File: src/rtl/stopwatch_core.sv
// rtl/stopwatch_core.sv - centisecond MM:SS:CC BCD stopwatch with lap hold and overflow saturation
module stopwatch_core #(
  parameter int TICK_BOTH_EDGES = 1,
  parameter int MAX_MIN         = 99
) (
  input  logic       MCLK,
  input  logic       RESET_IN,
  input  logic       TICK_IN,
  input  logic       BTN_SS,
  input  logic       BTN_LC,
  output logic [3:0] MIN_T,
  output logic [3:0] MIN_O,
  output logic [3:0] SEC_T,
  output logic [3:0] SEC_O,
  output logic [3:0] CS_T,
  output logic [3:0] CS_O,
  output logic       RUNNING,
  output logic       LAP_HOLD,
  output logic       OVERFLOW
);

  typedef enum logic [1:0] {IDLE, RUN, LAP, PAUSE} state_t;

  localparam logic [3:0]  MAX_MT   = 4'(MAX_MIN / 10);
  localparam logic [3:0]  MAX_MO   = 4'(MAX_MIN % 10);
  localparam logic [23:0] CNT_MAX  = {MAX_MT, MAX_MO, 4'd5, 4'd9, 4'd9, 4'd9};

  state_t      state_q, state_d;
  logic        tick_q;
  logic        tick;
  logic [23:0] cnt_q, cnt_d;
  logic [23:0] lap_q, lap_d;
  logic [23:0] disp_q, disp_d;
  logic [23:0] cnt_inc;
  logic        ovf_q, ovf_d;
  logic        run_q, run_d;
  logic        hold_q, hold_d;

  assign tick = (TICK_BOTH_EDGES != 0) ? (TICK_IN ^ tick_q) : (TICK_IN & ~tick_q);

  // Digit order is {min tens, min ones, sec tens, sec ones, cs tens, cs ones}.
  always_comb begin
    logic [3:0] mt, mo, st, so, ct, co;
    {mt, mo, st, so, ct, co} = cnt_q;
    if (co != 4'd9) begin
      co = co + 4'd1;
    end else begin
      co = 4'd0;
      if (ct != 4'd9) begin
        ct = ct + 4'd1;
      end else begin
        ct = 4'd0;
        if (so != 4'd9) begin
          so = so + 4'd1;
        end else begin
          so = 4'd0;
          if (st != 4'd5) begin
            st = st + 4'd1;
          end else begin
            st = 4'd0;
            if (mo != 4'd9) begin
              mo = mo + 4'd1;
            end else begin
              mo = 4'd0;
              mt = mt + 4'd1;
            end
          end
        end
      end
    end
    cnt_inc = {mt, mo, st, so, ct, co};
  end

  always_comb begin
    state_d = state_q;
    cnt_d   = cnt_q;
    lap_d   = lap_q;
    ovf_d   = ovf_q;

    // The tick is applied in the current state before any button transition.
    if (tick && (state_q == RUN || state_q == LAP)) begin
      if (cnt_q == CNT_MAX) begin
        ovf_d = 1'b1;
      end else begin
        cnt_d = cnt_inc;
      end
    end

    case (state_q)
      IDLE: begin
        if (BTN_SS) state_d = RUN;
      end
      RUN: begin
        if (BTN_SS) begin
          state_d = PAUSE;
        end else if (BTN_LC) begin
          state_d = LAP;
          lap_d   = cnt_q;
        end
      end
      LAP: begin
        if (BTN_SS)      state_d = PAUSE;
        else if (BTN_LC) state_d = RUN;
      end
      PAUSE: begin
        if (BTN_SS) begin
          state_d = RUN;
        end else if (BTN_LC) begin
          state_d = IDLE;
          cnt_d   = '0;
          lap_d   = '0;
          ovf_d   = 1'b0;
        end
      end
      default: state_d = IDLE;
    endcase

    disp_d = (state_d == LAP) ? lap_d : cnt_d;
    run_d  = (state_d == RUN) || (state_d == LAP);
    hold_d = (state_d == LAP);
  end

  always_ff @(posedge MCLK or posedge RESET_IN) begin
    if (RESET_IN) begin
      state_q <= IDLE;
      tick_q  <= 1'b0;
      cnt_q   <= '0;
      lap_q   <= '0;
      disp_q  <= '0;
      ovf_q   <= 1'b0;
      run_q   <= 1'b0;
      hold_q  <= 1'b0;
    end else begin
      state_q <= state_d;
      tick_q  <= TICK_IN;
      cnt_q   <= cnt_d;
      lap_q   <= lap_d;
      disp_q  <= disp_d;
      ovf_q   <= ovf_d;
      run_q   <= run_d;
      hold_q  <= hold_d;
    end
  end

  assign {MIN_T, MIN_O, SEC_T, SEC_O, CS_T, CS_O} = disp_q;
  assign RUNNING  = run_q;
  assign LAP_HOLD = hold_q;
  assign OVERFLOW = ovf_q;

endmodule

File: config.mk
export PLATFORM = sky130hd
export DESIGN_NAME = stopwatch_core
export DESIGN_NICKNAME = d
export VERILOG_FILES = /design/src/rtl/stopwatch_core.sv
export SDC_FILE = /design/constraint.sdc
export NUM_CORES = 1
export LEC_CHECK = 0
export CAP_MARGIN = 20
export CORE_AREA = 4 4 87 105
export CTS_CLUSTER_SIZE = 30
export DETAILED_ROUTE_END_ITERATION = 6
export DIE_AREA = 0 0 91 109
export PLACE_DENSITY = 0.64
export SLEW_MARGIN = 0
export SYNTH_ARGS = -nofsm -noshare
export SYNTH_HDL_FRONTEND = slang
export SYNTH_SLANG_ARGS = --single-unit
File: constraint.sdc
create_clock -name MCLK -period 6.9 [get_ports MCLK]
set_input_delay 1.725 -clock MCLK [delete_from_list [all_inputs] [get_ports MCLK]]
set_output_delay 1.725 -clock MCLK [all_outputs]
set_load 0.03 [all_outputs]
==> reports/metrics.yaml <==
start_util_pct: 44.10
finalClockSkew_ns: 0.007900
worstSetupStartpointType: "input port"
grt_pass1_wl_um: 13230
tns_ns: 0
h-tree-depth: 3
final_common_cell: "dfrtp_1"
synth_nets: 345
clock_latency_ns: 0.34
crit_arrival_ns: 4.16
finalCritPeriodShare_pct: 57.16
cts_resized: 0
synth_edf_count: 0
ctsHoldBuffers: 0
hold_ws_ns: 0.5038
rows: 36
async_flop_share_pct: 100.0
status: "complete, no violations"
required_ns: 7.12
syn_inst: 333
timing.rr.start: "state_q[1]"
totalWireLength_um: 7605
cts_buffers: 9
hold_path.class: "register to register"
min_path_cells: 1
drc: 0
ys.flop_type: "dfrtp_1"
worstRegToRegCells: 11
cts_setup_buffers: 0
die-width_um: 91
hold_violations: 0
grt_pass1_vias: 2645
cts_tree: "yes"
num_antenna_cells: 0
fmax_mhz: 253.6
dr.pass1.iters: 4
r2r-end: "disp_q[14]"
final_cell_mix: "dfrtp_1, clkdlybuf4s50_1, nor2_1, nand2_1, a22o_1"
cp_cell_sequence: "clkdlybuf4s50_1 -> a21oi_1 -> a311o_1 -> o41ai_1 -> ha_1 -> buf_4 -> or2_2 -> nor2_1 -> a221o_1"
cp_top_family: "buffers and inverters"
setup_violations: 0
hold_path.startpoint: "lap_q[15]"
drt-initial-drc-count: 143
worst_slack_ns: 2.956
avgSynthCellArea_um2: 10.74
ys_seq_area_share_pct: 54.58
clock_sinks: 78
core_um2: 8108
io_pins: 32
path_buf_inv: 2
final_area_um2: 4204
ys_types: 56
dpl_cell_area_um2: 3949
period_needed_ns: 3.944
synth-seq-cells: 78
ys_warn_count: 0
vias_per_cell: 5.750
slew_headroom_pct: 27.76
path_max_fanout: 37
antenna_found_initial: 0
dp_hpwl_um: 4676
place_ws_ns: 2.612
powerDensity_nw_per_um2: 326.0
peakVddDrop_mv: 0.1042
end_kind: "register"
critPathKind: "input port to register"
r2r_setup_slack_ns: 4.03
grt_use_total_pct: 16.80
final_antenna_net_count: 0
slowest_stage: "clkdlybuf4s50_1"
worstMarginPinSlew_ns: 1.084
grt-ovfl-total: 0
wire_per_inst_um: 16.68
grt_start_max_net_pins: 79
die-area_um2: 9919
cts_root_buf: "clkbuf_8"
drive_above_1_share_pct: 8.310
path_clk_slew_ns: 0.07
port_buffers: 31
area_growth_pct: 17.56
slowest_delay_ns: 0.57
rsz0062_at_grt: "false"
drv_cap: 0
final_nets: 369
p_leak_nw: 1.851
hold_path_end: "lap_q[15]"
drv_slew: 0
clock_path_buffers: 2
netlist_area_um2: 3576
num_vias: 2622
die_h_um: 109
routabilityCongestion: 0.7638
==> cell usage after synthesis, drive strengths merged, types with 2 or more instances <==
library cell	count	share of area (%)
dfrtp	78	55
nand2	28	2.9
nor2	28	2.9
a22o	24	5.9
clkbuf	17	1.8
a21oi	12	1.8
nor3	12	1.7
o21ai	12	1.7
o31ai	12	2.5
inv	11	1.2
xnor2	9	2.2
nand3	8	1.1
ha	7	2.4
nand4	6	1.0
buf	5	0.63
mux2i	5	1.4
nor2b	5	0.87
xor2	4	0.98
a211oi	3	0.63
a221o	3	0.84
and3	3	0.52
mux2	3	0.94
or3b	3	0.80
or4	3	0.63
a31oi	2	0.35
and2	2	0.35
and3b	2	0.49
and4bb	2	0.70
nor4	2	0.94
o21a	2	0.42
o41ai	2	0.49
==> where the power goes <==
| part | total, mW | internal (mW) | switching, mW | leakage, nW |
|---|---|---|---|---|
| clock | 0.428 | 0.268 | 0.160 | 0.129 |
| sequential | 0.561 | 0.521 | 0.0398 | 1.06 |
| combinational | 0.382 | 0.137 | 0.245 | 0.664 |
==> layout make-up <==
| class | count | area (µm²) |
|---|---|---|
| Clock buffer | 12 | 165.2 |
| Sequential cell | 78 | 1952 |
| Timing Repair Buffer | 35 | 340.3 |
| Clock inverter | 3 | 90.09 |
| Fill cell | 752 | 3904 |
| Multi-Input combinational cell | 222 | 1496 |
| Inverter | 11 | 41.29 |
| Tap cell | 95 | 118.9 |
==> how the worst max path moves through the flow <==
stage	startpoint	endpoint	cells after the start
after floorplan	RESET_IN	LAP_HOLD	1
after global placement	BTN_LC	disp_q[22]	9
after detailed placement	BTN_LC	disp_q[22]	9
after CTS	BTN_LC	disp_q[22]	9
after global routing	BTN_LC	disp_q[22]	9
final	BTN_LC	disp_q[22]	9
==> kinds of logic after synthesis <==
logic type,synth area share [%]
AND/OR/NAND/NOR,17.39
AO/OA/AOI/OAI,16.48
adder cells (fa/ha/maj),2.449
XOR/XNOR,3.184
multiplexers,2.344
buffers and inverters,3.569
flip-flops,54.58
==> routing by layer <==
| metal | GRT usage, % | up-vias | wire, µm |
|---|---|---|---|
| met1 | 22.50 | 1333 | 3581 |
| met5 | 0 | - | 0 |
| met3 | 3.520 | 2 | 224 |
| met2 | 27.30 | 36 | 3736 |
| met4 | 5.819 | 0 | 63 |
| li1 | - | 1251 | - |
==> state kept, by name, indices dropped and copies added (netlist names) <==
signal,flops
cnt_q,24
tick_q,1
disp_q,24
OVERFLOW,1
RUNNING,1
lap_q,24
LAP_HOLD,1
state_q,2
==> per-stage QoR <==
step	cells	utilization (%)	total power, mW
final	456	51.85	1.371
after global routing	456	51.85	1.446
after CTS	456	51.85	1.384
after detailed placement	441	48.70	0.9544
after global placement	441	48.70	0.9417
after floorplan	333	-	0.8297
==> worst reg2reg max path, delay by kind of cell, from the launching register on <==
kind | cells | cell delay (ns)
simple gates | 3 | 1.09
fa+ha+maj | 2 | 0.46
flops | 1 | 0.44
buf+inv | 3 | 0.44
compound gates | 3 | 0.37
No activity file was read; power rests on OpenSTA's default activity.
